[config.mk]
export PLATFORM = sky130hd
export DESIGN_NAME = wb_retire_queue
export DESIGN_NICKNAME = d
export VERILOG_FILES = /design/src/rtl/wb_retire_queue.sv
export SDC_FILE = /design/constraint.sdc
export NUM_CORES = 1
export LEC_CHECK = 0
export CELL_PAD_IN_SITES_DETAIL_PLACEMENT = 0
export CELL_PAD_IN_SITES_GLOBAL_PLACEMENT = 1
export CORE_ASPECT_RATIO = 1.1
export CORE_UTILIZATION = 46
export DETAILED_ROUTE_END_ITERATION = 10
export PLACE_DENSITY = 0.85
export SYNTH_ARGS = -nofsm -noshare
export SYNTH_HDL_FRONTEND = slang
export SYNTH_SLANG_ARGS = --single-unit
export TNS_END_PERCENT = 20
[constraint.sdc]
create_clock -name clock -period 7.52 [get_ports clock]
set_input_delay 1.504 -clock clock [delete_from_list [all_inputs] [get_ports clock]]
set_output_delay 1.504 -clock clock [all_outputs]
set_load 0.005 [all_outputs]
[src/rtl/wb_retire_queue.sv]
`default_nettype none
// ============================================================================
// Module  : wb_retire_queue
// Purpose : In-order write-back retire queue with byte-strobed writes and
//           two youngest-match forwarding lookups for the ID stage.
// Revision: 1.0 - initial release
// ============================================================================
module wb_retire_queue #(
    parameter  int DATA_WIDTH     = 32,
    parameter  int REG_ADDR_WIDTH = 5,
    parameter  int PC_WIDTH       = 32,
    parameter  int DEPTH          = 4,
    localparam int BYTE_LANES     = DATA_WIDTH / 8
) (
    input  logic                      clock,
    input  logic                      reset,
    input  logic                      in_valid,
    output logic                      in_ready,
    input  logic [PC_WIDTH-1:0]       in_pc,
    input  logic [BYTE_LANES-1:0]     in_strobe,
    input  logic [REG_ADDR_WIDTH-1:0] in_waddr,
    input  logic [DATA_WIDTH-1:0]     in_wdata,
    input  logic                      rf_ready,
    output logic [BYTE_LANES-1:0]     rf_we,
    output logic [REG_ADDR_WIDTH-1:0] rf_waddr,
    output logic [DATA_WIDTH-1:0]     rf_wdata,
    input  logic [REG_ADDR_WIDTH-1:0] query_addr0,
    input  logic [REG_ADDR_WIDTH-1:0] query_addr1,
    output logic                      query_hit0,
    output logic                      query_hit1,
    output logic                      query_full0,
    output logic                      query_full1,
    output logic [DATA_WIDTH-1:0]     query_data0,
    output logic [DATA_WIDTH-1:0]     query_data1,
    output logic [PC_WIDTH-1:0]       debug_pc,
    output logic [BYTE_LANES-1:0]     debug_we,
    output logic [REG_ADDR_WIDTH-1:0] debug_waddr,
    output logic [DATA_WIDTH-1:0]     debug_wdata
);

    localparam int                 c_ptr_w   = $clog2(DEPTH);
    localparam logic [c_ptr_w:0]   c_depth   = DEPTH[c_ptr_w:0];
    localparam logic [c_ptr_w-1:0] c_ptr_one = 1;
    localparam logic [c_ptr_w:0]   c_cnt_one = 1;

    logic [PC_WIDTH-1:0]       r_pc     [DEPTH];
    logic [BYTE_LANES-1:0]     r_strobe [DEPTH];
    logic [REG_ADDR_WIDTH-1:0] r_waddr  [DEPTH];
    logic [DATA_WIDTH-1:0]     r_wdata  [DEPTH];

    logic [c_ptr_w-1:0] r_head;
    logic [c_ptr_w-1:0] r_tail;
    logic [c_ptr_w:0]   r_count;

    logic w_head_valid;
    logic w_retire;
    logic w_enq;

    assign w_head_valid = (r_count != '0);
    assign w_retire     = w_head_valid && rf_ready;
    // A full queue still accepts when the head leaves in the same cycle.
    assign in_ready     = (r_count < c_depth) || w_retire;
    assign w_enq        = in_valid && in_ready;

    always_ff @(posedge clock) begin
        if (reset) begin
            r_head  <= '0;
            r_tail  <= '0;
            r_count <= '0;
        end else begin
            if (w_enq) begin
                r_tail <= r_tail + c_ptr_one;
            end
            if (w_retire) begin
                r_head <= r_head + c_ptr_one;
            end
            case ({w_enq, w_retire})
                2'b10:   r_count <= r_count + c_cnt_one;
                2'b01:   r_count <= r_count - c_cnt_one;
                default: r_count <= r_count;
            endcase
        end
    end

    // Payload storage is never cleared; validity comes from head/count only.
    always_ff @(posedge clock) begin
        if (w_enq) begin
            r_pc[r_tail]     <= in_pc;
            r_strobe[r_tail] <= in_strobe;
            r_waddr[r_tail]  <= in_waddr;
            r_wdata[r_tail]  <= in_wdata;
        end
    end

    always_comb begin
        rf_we    = '0;
        rf_waddr = '0;
        rf_wdata = '0;
        debug_pc = '0;
        if (w_head_valid) begin
            rf_waddr = r_waddr[r_head];
            rf_wdata = r_wdata[r_head];
            debug_pc = r_pc[r_head];
            if (r_waddr[r_head] != '0) begin
                rf_we = r_strobe[r_head];
            end
        end
    end

    assign debug_we    = rf_we;
    assign debug_waddr = rf_waddr;
    assign debug_wdata = rf_wdata;

    function automatic logic f_match(input logic [c_ptr_w-1:0]       idx,
                                     input logic [REG_ADDR_WIDTH-1:0] addr);
        return (r_waddr[idx] == addr) && (r_waddr[idx] != '0) && (r_strobe[idx] != '0);
    endfunction

    // Walk from head to tail so that the youngest match overwrites older ones.
    always_comb begin
        logic [c_ptr_w-1:0] v_idx;
        query_hit0  = 1'b0;
        query_hit1  = 1'b0;
        query_full0 = 1'b0;
        query_full1 = 1'b0;
        query_data0 = '0;
        query_data1 = '0;
        v_idx       = '0;
        for (int k = 0; k < DEPTH; k++) begin
            v_idx = r_head + k[c_ptr_w-1:0];
            if (k[c_ptr_w:0] < r_count) begin
                if (f_match(v_idx, query_addr0)) begin
                    query_hit0  = 1'b1;
                    query_full0 = &r_strobe[v_idx];
                    query_data0 = r_wdata[v_idx];
                end
                if (f_match(v_idx, query_addr1)) begin
                    query_hit1  = 1'b1;
                    query_full1 = &r_strobe[v_idx];
                    query_data1 = r_wdata[v_idx];
                end
            end
        end
    end

endmodule
`default_nettype wire

==> impl_metrics.py, run 1 <==
metrics = {
    "status": {
        "status": "finished clean",
    },
    "timing": {
        "maxSlewHeadroom_pct": 27.1,
        "whs_ns": 0.500,
        "hold_violations": 0,
        "period_needed_ns": 6.64,
        "fmax_ghz": 0.151,
        "setup-tns-final_ns": 0,
        "fin_skew_ns": 0.0127,
        "worst_slew_pin_slew_ns": 1.09,
        "rsz0062_at_grt": "false",
        "drv_slew": 0,
        "post-route-period-util_pct": 88.3,
        "setup_viol": 0,
    },
    "global_route": {
        "gr-total-overflow": 0,
        "antenna_found_initial": 4,
        "grt_pass1_wl_um": 65600,
        "grt_max_degree": 77,
        "grt_pass1_vias": 11100,
        "grt_usage_pct": 22.3,
    },
    "route": {
        "drt_first_iter_violations": 849,
        "via_per_inst": 6.17,
        "drtAntennaViolNets": 0,
        "drtPass1Iterations": 5,
        "drc_errors": 0,
        "wl_per_cell_um": 24.2,
        "drt_wl_total_um": 43000,
        "route.vias.total": 10900,
    },
    "place": {
        "dpl.hpwl_um": 28700,
        "port_buffers": 269,
        "place_area_mm2": 0.0201,
        "routabilityCongestion": 0.868,
    },
    "floorplan": {
        "dieWidth_um": 187,
        "dieArea_mm2": 0.0386,
        "rows": 74,
        "initial_core_util_pct": 46.7,
        "die_h_um": 206,
        "fp.coreArea_mm2": 0.0372,
        "io_pins": 270,
    },
    "synth": {
        "syn_inst": 1071,
        "syn_avg_cell_area_um2": 16.2,
        "synth.area.top_cells": "edfxtp_1, mux4_2, nor2b_1",
        "ys_seq_area_share_pct": 51.4,
        "async_flop_share_pct": 0,
        "yosysWarnings": 0,
        "synth-edff-count": 292,
        "ys_seq_elements": 301,
        "yosysUniqueCellTypes": 63,
        "synth_top_area_share_pct": 50.4,
        "yosysTopAreaCell": "edfxtp_1",
        "synth_ff_type": "edfxtp_1",
        "synth_area_mm2": 0.0174,
        "syn-num-nets": 1167,
    },
    "final_layout": {
        "final_common_cell": "edfxtp_1",
        "stdcell_area_mm2": 0.0210,
        "areaGrowthSynthToFinish_pct": 20.5,
        "finish.utilization_pct": 56.3,
        "final_nets": 1356,
        "drive_above_1_share_pct": 23.7,
        "mostFrequentLayoutCells": "edfxtp_1, clkdlybuf4s50_1, mux4_2",
    },
    "cts": {
        "post_cts_resized": 0,
        "cts_buffers": 29,
        "clk_pin_slew_ns": 0.06,
        "insertion_delay_ns": 0.55,
        "cts_tree": "yes",
        "clock_path_buffers": 3,
        "postCtsSetupBuffers": 0,
        "cts.htree.levels": 1,
        "clkSinkCount": 301,
        "hold_buffers": 0,
        "cts_root_buf": "clkbuf_16",
    },
    "critical_path": {
        "cp-start-kind": "flip-flop",
        "crit_buf_inv": 2,
        "crit_family": "simple AND/OR/NAND/NOR gates",
        "crit_path_cell_trace": "mux4_1 -> or4_4 -> o211ai_4 -> nor4_4 -> nor2_4 -> buf_4 -> nand2_1 -> a31oi_1 -> clkdlybuf4s50_1",
        "slowest_stage": "dfxtp_4",
        "crit_arrival_ns": 5.13,
        "cp_slowest_stage_delay_ns": 1.04,
        "end_kind": "output pin",
        "worst_ep_required_time_ns": 6.02,
        "critPathMaxFanout": 69,
        "crit_type": "reg -> out",
    },
    "power": {
        "p_leak_nw": 6.36,
        "ir_drop_mv": 0.205,
        "powerDensity_mw_per_mm2": 303,
    },
    "run": {
        "drv_cap": 0,
    },
    "min_path": {
        "hp-class": "reg -> reg",
    },
}
==> final timing paths <==
| path | startpoint | end | slack (ns) | depth (start not counted) |
|---|---|---|---|---|
| worst max-delay path | r_head[0] | query_data0[21] | 0.88 | 9 |
| worst min-delay path | r_tail[1] | r_tail[1] | 0.50 | 2 |
| worst max register to register | r_count[0] | r_count[2] | 4.45 | 8 |
| worst min register to register | r_tail[1] | r_tail[1] | 0.50 | 2 |
==> logic make-up (layout without fill, tap and decap cells) <==
family / Yosys count / after routing / share of synthesized area (%)
fa+ha+maj: 9 / 9 / 0.647
xor+xnor: 45 / 45 / 2.27
simple gates: 208 / 208 / 6.55
mux: 213 / 213 / 26.3
compound gates: 155 / 155 / 7.73
buf+inv: 140 / 347 / 5.04
flops: 301 / 301 / 51.4
other cells: 0 / 2 / 0
==> registers in the layout, indices dropped and copies added, names as in the netlist, named ones only <==
name      cells
r_count       3
r_head        2
r_pc        128
r_strobe     16
r_tail        2
r_waddr      20
r_wdata     128
==> area by class of cell <==
class	count	area, um2
clock inverters	14	144
clock buffers	35	748
multi-input cells	630	7620
fillers	2927	16300
flip-flops and latches	301	8960
repair buffers	288	2840
inverters	10	37.5
diodes	2	5.00
well taps	494	618
==> cell usage after synthesis, drive strengths merged, types with 7 or more instances <==
cell / count
a21oi: 7
mux4: 191
xnor2: 27
ha: 9
edfxtp: 292
o221a: 31
inv: 10
buf: 94
nor3: 9
a31oi: 32
nor2: 17
nand2: 72
dfxtp: 9
nor2b: 71
clkbuf: 36
mux2i: 16
xor2: 18
or4: 7
o22ai: 32
a221o: 32
==> worst register-to-register path: cells and delay by family (launching register included) <==
kind	cells	cell delay (ns)
and+or+nand+nor	3	1.21
buffers and inverters	2	0.73
adders and majority gates	2	0.55
DFF	1	0.38
AOI/OAI and AO/OA	1	0.14
==> layer usage <==
metal | share of wire (%) | track usage, % | up-vias | wire length, um
met3 | 7.4 | 4.75 | 76 | 3180
met5 | 0.10 | 0 | - | 45
met1 | 38 | 27.7 | 5594 | 16500
li1 | - | - | 4834 | -
met4 | 3.3 | 8.80 | 6 | 1410
met2 | 51 | 38.4 | 432 | 21900
==> where the power goes <==
group          switching (mW)  internal (mW)
sequential              0.219           1.99
combinational            1.17           1.59
clock                   0.569          0.804
==> stage by stage <==
| stage | power, mW | cells | worst slack [ns] |
|---|---|---|---|
| 2_1_floorplan | 4.00 | 1071 | 2.85 |
| 3_3_place_gp | 5.01 | 1723 | 1.03 |
| 3_5_place_dp | 5.03 | 1723 | 1.04 |
| 4_1_cts | 6.41 | 1772 | 0.831 |
| 5_1_grt | 6.67 | 1773 | 0.595 |
| 6_report | 6.34 | 1774 | 0.882 |
(Power assumes the default switching activity.)
==> inputs of run 2 (changes only) <==
--- a/config.mk
+++ b/config.mk
@@ -11,6 +11,7 @@
 export CORE_UTILIZATION = 46
 export DETAILED_ROUTE_END_ITERATION = 10
 export PLACE_DENSITY = 0.85
+export SLEW_MARGIN = 20
 export SYNTH_ARGS = -nofsm -noshare
 export SYNTH_HDL_FRONTEND = slang
 export SYNTH_SLANG_ARGS = --single-unit
==> impl_metrics.py, run 2 (synthesis results as in run 1) <==
metrics = {
    "final_layout": {
        "mostFrequentLayoutCells": "edfxtp_1, clkdlybuf4s50_1, mux4_2",
        "areaGrowthSynthToFinish_pct": 20.5,
        "fillers": 2926,
        "drive_above_1_share_pct": 23.7,
        "final_nets": 1356,
        "finish.utilization_pct": 56.3,
        "final_common_cell": "edfxtp_1",
        "reg.largest.list": "r_pc x128, r_wdata x128, r_waddr x20",
    },
    "route": {
        "drc_errors": 0,
        "drtAntennaViolNets": 0,
        "wl_per_cell_um": 24.3,
        "drt_first_iter_violations": 801,
        "drt_wl_total_um": 43100,
        "drtPass1Iterations": 5,
        "via_per_inst": 6.18,
        "route.vias.total": 11000,
    },
    "global_route": {
        "use_met3_pct": 4.75,
        "antenna_found_initial": 4,
        "grtUsageMet2_pct": 38.4,
        "grt_pass1_vias": 11100,
        "gr-total-overflow": 0,
        "grt_pass1_wl_um": 65600,
        "grt_max_degree": 77,
        "top_usage_layer": "met2",
        "met1_usage_pct": 27.7,
        "grt_usage_pct": 22.3,
    },
    "cts": {
        "post_cts_resized": 0,
        "clkSinkCount": 301,
        "cts_tree": "yes",
        "clk_pin_slew_ns": 0.06,
        "hold_buffers": 0,
        "cts_buffers": 29,
        "clock_path_buffers": 3,
        "postCtsSetupBuffers": 0,
        "insertion_delay_ns": 0.55,
        "cts_root_buf": "clkbuf_16",
        "cts.htree.levels": 1,
    },
    "floorplan": {
        "fp.coreArea_mm2": 0.0372,
        "io_pins": 270,
        "initial_core_util_pct": 46.7,
        "die_h_um": 206,
        "dieArea_mm2": 0.0386,
        "rows": 74,
        "dieWidth_um": 187,
    },
    "min_path": {
        "hp-start": "r_tail[1]",
        "min_to": "r_tail[1]",
        "hold_depth": 2,
        "hp-class": "reg -> reg",
    },
    "timing": {
        "hold_violations": 0,
        "fmax_ghz": 0.150,
        "rsz0062_at_grt": "false",
        "fin_skew_ns": 0.0133,
        "setup_viol": 0,
        "setup-tns-final_ns": 0,
        "period_needed_ns": 6.66,
        "drv_slew": 0,
        "worst_slew_pin_slew_ns": 1.04,
        "maxSlewHeadroom_pct": 30.4,
        "post-route-period-util_pct": 88.5,
    },
    "run": {
        "drv_cap": 0,
    },
    "critical_path": {
        "crit_arrival_ns": 5.15,
        "cp-start-kind": "flip-flop",
        "critPathMaxFanout": 69,
        "end_kind": "output pin",
        "reg2reg_slack_ns": 4.45,
        "ff2ff_path_depth": 8,
        "worst_ep_required_time_ns": 6.02,
        "worstReg2RegStart": "r_count[0]",
        "reg2reg_to": "r_count[2]",
        "crit_type": "reg -> out",
    },
    "place": {
        "port_buffers": 269,
        "dpl.hpwl_um": 28700,
        "routabilityCongestion": 0.868,
    },
    "power": {
        "ir_drop_mv": 0.205,
        "p_leak_nw": 6.36,
        "powerDensity_mw_per_mm2": 303,
        "power_mw": 6.35,
    },
    "status": {
        "status": "finished clean",
    },
}
run 2: cell counts in the layout (fill, tap and decap cells not counted):
No cell type changed its count.
run 2: critical path, stage by stage (launching register included):
cell             delay, ns
dfxtp_4               1.02
mux4_1                0.80
or4_4                 0.57
o211ai_4              0.29
nor4_4                0.10
nor2_4                0.54
buf_4                 0.37
nand2_1               0.08
a31oi_1               0.17
clkdlybuf4s50_1       0.59
run 2: power by group:
part | internal [mW] | switching, mW
Clock | 0.804 | 0.570
Sequential | 1.99 | 0.219
Combinational | 1.59 | 1.17
run 2: layout make-up:
class	instances	area [um2]	area share, %
multi-input combinational	630	7620	36.3
antenna	2	5.00	0.0239
clock inverter	14	144	0.686
clock buffer	35	748	3.57
tap	494	618	2.95
sequential	301	8960	42.7
timing repair buffer	288	2840	13.5
inverter	10	37.5	0.179
run 2: worst max path at each step:
| stage | startpoint | to | slack (ns) |
|---|---|---|---|
| detailed placement | query_addr1[1] | query_data1[1] | 1.04 |
| global route | r_head[0] | query_data1[19] | 0.59 |
| CTS | r_head[0] | query_data0[22] | 0.83 |
| global placement | query_addr1[1] | query_data1[18] | 1.03 |
| finish | r_head[0] | query_data0[21] | 0.86 |
| floorplan | query_addr1[1] | query_data1[21] | 2.85 |
run 2: metal layers:
metal | routed length [um] | vias up
li1 | - | 4835
met1 | 16800 | 5636
met2 | 21800 | 406
met3 | 3040 | 80
met4 | 1430 | 6
met5 | 45 | -
run 2: through the flow:
stage | area (um2) | hold slack, ns | std cells | worst slack, ns
2_1_floorplan | 17400 | 0.469 | 1071 | 2.85
3_3_place_gp | 20100 | 0.486 | 1723 | 1.03
3_5_place_dp | 20100 | 0.492 | 1723 | 1.04
4_1_cts | 21000 | 0.501 | 1772 | 0.831
5_1_grt | 21000 | 0.555 | 1773 | 0.594
6_report | 21000 | 0.503 | 1774 | 0.861
==> patch 1 (settings of run 2) <==
Register the outputs `debug_we`, `debug_waddr` and `debug_wdata`, cleared by the reset; this adds one clock of latency there. The other outputs are not delayed to match.
--- a/src/rtl/wb_retire_queue.sv
+++ b/src/rtl/wb_retire_queue.sv
@@ -107,9 +107,17 @@
         end
     end
 
-    assign debug_we    = rf_we;
-    assign debug_waddr = rf_waddr;
-    assign debug_wdata = rf_wdata;
+    always_ff @(posedge clock) begin
+        if (reset) begin
+            debug_we    <= '0;
+            debug_waddr <= '0;
+            debug_wdata <= '0;
+        end else begin
+            debug_we    <= rf_we;
+            debug_waddr <= rf_waddr;
+            debug_wdata <= rf_wdata;
+        end
+    end
 
     function automatic logic f_match(input logic [c_ptr_w-1:0]       idx,
                                      input logic [REG_ADDR_WIDTH-1:0] addr);
Formal check against the unedited RTL: not equivalent (Yosys sat finds a counterexample within 4 cycles, from zero or initial values and one cycle with reset high).
==> patch 1 against run 2 <==
- critical path depth is the same
- hold slack gained 4.7 ps
- final area grew 10%
- combinational power grew 6%
- sequential share of layout area shrank 0.37 points
- count of clock-buffer cells in the layout grew 6
- routed wire length grew 14%
- area after synthesis grew 8.0%
- total power grew 14%
- sequential cell count grew 41
- worst setup slack gained 320 ps
- final cell count grew 12%
- critical endpoint is now query_data1[29]
- largest power group unchanged
==> patch 1: results (changes against run 2) <==
stage;metric;value;unit;change
outcome;outcome;completed;;
layout;share of cells above drive strength 1;0.2333;;-0.003801
synth;cells after synthesis;1214;;+13%
placement;DP Cell Count;1913;;+11%
placement;detailed placement HPWL;31900;um;+11%
global_route;met1 GRT Util;0.2723;;-0.004967
critical_path;Arrival @ worst endpoint;4840;ps;-310 ps
synth;Commonest cells post-synth;edfxtp_1, mux4_2, nor2b_1;;
critical_path;flop-to-flop setup slack;4290;ps;-160 ps
synth;register area share after synthesis;0.5201;;+0.005807
critical_path;Max FO, Critical Path;55;;-20%
layout;NumNets Final;1536;;+13%
synth;syn nets;1310;;+12%
global_route;largest net degree at the start of global routing;68;;-12%
layout;top flop regs;r_pc: 128 flops, r_wdata: 128 flops, debug_wdata: 32 flops;;
layout;non-filler cells, final;1983;;+12%
critical_path;crit-path leading delay family;simple AND/OR/NAND/NOR gates;;
power;internal power;0.004877;W;+11%
timing;Slew headroom;0.3112;;+0.006965
global_route;gr usage total;0.2355;;+0.01217
synth;Unique masters post-synth;54;;-14%
global_route;GR Util met3;0.05343;;+0.005882
drt;Detailed Route Iter0 Violations;805;;+0.50%
placement;GPL Wtd Cong;0.8304;;-4.3%
global_route;initial antenna violation count;5;;+1
global_route;grt met2 use;0.4254;;+0.04135
drt;First-pass DRT Iterations;5;;unchanged
power;Max IR drop VDD;239.8;uV;+17%
clock_tree;Worst-Skew Late Latency;530;ps;-20 ps
clock_tree;Num CTS Buffers;38;;+31%
global_route;first-pass GRT wire length;74590;um;+14%
clock_tree;clk root buf;clkbuf_16;;
synth;Synth area leaders;edfxtp_1, mux4_2, dfxtp_1;;
timing;Final Cycle Share;0.8431;;-0.04238
power;Lkg Pwr;7.306;nW;+15%
placement;Placed Area;0.02189;mm2;+9.1%
critical_path;max incr delay on CP;930;ps;-90 ps
timing;Clock Skews;17.71;ps;+4.404 ps
drt;vias after detailed routing;12197;;+11%
timing;hold slack;507.7;ps;+4.684 ps
layout;fillers;3123;;+6.7%
global_route;vias in the first global route;12582;;+13%
drt;drt total wl;48930;um;+14%
clock_tree;H-tree depth;2;;+1
placement;Place WS;1224;ps;+184.4 ps
==> patch 1: logic make-up (layout without fill, tap and decap cells) <==
kind of cell               after synthesis  after routing  share of synthesized area
muxes                                  242            242                     0.2575
xor gates and xnor gates                45             45                    0.02098
other                                    0              4                          0
AOI/OAI and AO/OA                      148            148                    0.07301
buffers and inverters                  116            368                    0.02878
DFF                                    342            342                     0.5201
adders and majority gates                9              9                   0.005995
and+or+nand+nor                        312            312                    0.09366
==> patch 1: cell type report <==
type | instances | area, um2 | area share
Timing Repair Buffer | 294 | 2893 | 0.1253
Multi-Input combinational cell | 756 | 8539 | 0.3698
Inverter | 8 | 30.03 | 0.001300
Tap cell | 513 | 641.9 | 0.02780
Clock inverter | 25 | 220.2 | 0.009537
Antenna cell | 4 | 10.01 | 0.0004335
Sequential cell | 342 | 9784 | 0.4237
Clock buffer | 41 | 972.2 | 0.04210
==> patch 1: routing by layer <==
layer / wire length [um] / vias to the layer above
met2: 25640 / 461
li1: - / 5384
met3: 3463 / 81
met5: 13 / -
met4: 1336 / 2
met1: 18480 / 6269
==> patch 1: worst paths after layout <==
kind,start,endpoint,cells past startpoint
worst min-delay path,r_tail[1],r_tail[1],2
worst max-delay path,register,query_data1[29],9
worst max register to register,r_count[1],r_count[2],8
worst min register to register,r_tail[1],r_tail[1],2
==> patch 1: tightest hold or removal path, cell delays in order (launching register included) <==
cell and delay [ps]:
dfxtp_1 340, nand2_1 70, a21oi_1 50
==> patch 1: power groups by stage <==
stage / Sequential, W / Combinational [W] / Clock (W)
after floorplan: 0.00238 / 0.00187 / 0
after global placement: 0.00251 / 0.00293 / 0
after detailed placement: 0.00253 / 0.00294 / 0
after CTS: 0.00249 / 0.00296 / 0.00182
after global routing: 0.00251 / 0.00312 / 0.00188
final: 0.00248 / 0.00294 / 0.00179
==> patch 2 (flow settings as in run 2) <==
Made on the original files. Set the parameter `DATA_WIDTH` to 24 (it was 32).
--- a/src/rtl/wb_retire_queue.sv
+++ b/src/rtl/wb_retire_queue.sv
@@ -6,7 +6,7 @@
 // Revision: 1.0 - initial release
 // ============================================================================
 module wb_retire_queue #(
-    parameter  int DATA_WIDTH     = 32,
+    parameter  int DATA_WIDTH     = 24,
     parameter  int REG_ADDR_WIDTH = 5,
     parameter  int PC_WIDTH       = 32,
     parameter  int DEPTH          = 4,
Ports: changed (8 resized); port bits go from 270 to 227. The function was not compared with the original's and may differ.
==> patch 2 against run 2 <==
- synthesized cell count decreased by 7.3%
- die area decreased by 13%
- area after synthesis decreased by 13%
- sequential cell count decreased by 36
- routed wire length decreased by 12%
- worst setup slack improved by 390 ps
- fmax increased by 6.3%
- total power decreased by 9.9%
- final area decreased by 12%
- combinational power decreased by 14%
- global-route usage increased by 0.19 points
==> patch 2: results (changes against run 2) <==
stage;metric;value;unit;change
critical_path;Max FO, Critical Path;55;;-20%
placement;Placed Area;0.01743;mm2;-13%
critical_path;crit-path leading delay family;buffers and inverters;;
synth;Synth Area in XOR/XNOR;0.02655;;+0.003898
placement;DP Cell Count;1541;;-11%
power;Max IR drop VDD;234.3;uV;+14%
power;Lkg Pwr;5.659;nW;-11%
layout;top flop regs;r_pc: 128 flops, r_wdata: 96 flops, r_waddr: 20 flops;;
placement;detailed placement HPWL;23810;um;-17%
global_route;GR Util met3;0.04275;;-0.004796
power;Seq. pwr;0.00193;W;-13%
global_route;met1 GRT Util;0.2757;;-0.001520
drt;drt total wl;37920;um;-12%
synth;Commonest cells post-synth;edfxtp_1, mux4_2, and2_1;;
drt;Routed met1 length;14560;um;-13%
synth;post-synthesis mux area share;0.2459;;-0.01746
critical_path;Critical Path End;query_data1[15];;
global_route;gr usage total;0.2253;;+0.001933
drt;post-DR wirelength/cell;23.79;um;-2.1%
drt;routed length on met3;2777;um;-8.5%
drt;met2 wire length;19210;um;-12%
timing;Clock Skews;14.26;ps;+0.9626 ps
synth;Synth Area in Adders;0.007421;;+0.0009488
timing;Peak Freq;0.1596;GHz;+6.3%
power;Clock Power;0.00141;W;+3%
clock_tree;Num CTS Buffers;27;;-6.9%
outcome;outcome;completed;;
synth;Post-synth EDFFs;256;;-12%
timing;hold slack;508.4;ps;+5.385 ps
synth;syn nets;1080;;-7.5%
synth;Synth area leaders;edfxtp_1, mux4_2, and2_1;;
power;clock power share;0.246;;+0.029
drt;post-DR vias/cell;6.087;;-1.5%
layout;NumNets Final;1233;;-9.1%
layout;share of cells above drive strength 1;0.2213;;-0.01582
timing;Slew headroom;0.2406;;-0.06361
power;switching share of power;0.3067;;-0.002770
global_route;largest net degree at the start of global routing;65;;-16%
placement;GPL Wtd Cong;0.8400;;-3.2%
synth;register area share after synthesis;0.5185;;+0.004159
synth;post-synthesis compound-gate area fraction;0.06530;;-0.01200
global_route;grt met2 use;0.3935;;+0.009373
layout;fillers;2543;;-13%
synth;syn avg cell area;15.28;um2;-5.9%
global_route;first-pass GRT wire length;57490;um;-12%
clock_tree;Worst-Skew Late Latency;530;ps;-20 ps
critical_path;max incr delay on CP;950;ps;-70 ps
synth;Unique masters post-synth;56;;-11%
## patch 2: cell count changes after synthesis, sizes merged, moves of 10 or more
cell | run 2 | this run
edfxtp | 292 | 256
nand3b | 1 | 24
and2 | 6 | 63
nor2 | 17 | 54
buf | 94 | 77
xnor2 | 27 | 37
o221a | 31 | 0
nand2 | 72 | 58
nor2b | 71 | 0
a221o | 32 | 0
a221oi | 3 | 24
a31oi | 32 | 22
mux4 | 191 | 154
a21o | 0 | 22
## patch 2: area by class of cell
| cell class | instances | area, um2 | share of cell area |
|---|---|---|---|
| antenna | 2 | 5.005 | 0.0002716 |
| clock buffer | 28 | 679.4 | 0.03688 |
| tap | 426 | 533.0 | 0.02893 |
| clock inverter | 21 | 256.5 | 0.01392 |
| inverter | 9 | 33.78 | 0.001834 |
| sequential | 265 | 7883 | 0.4278 |
| multi-input combinational | 604 | 6638 | 0.3603 |
| timing repair buffer | 239 | 2396 | 0.1301 |
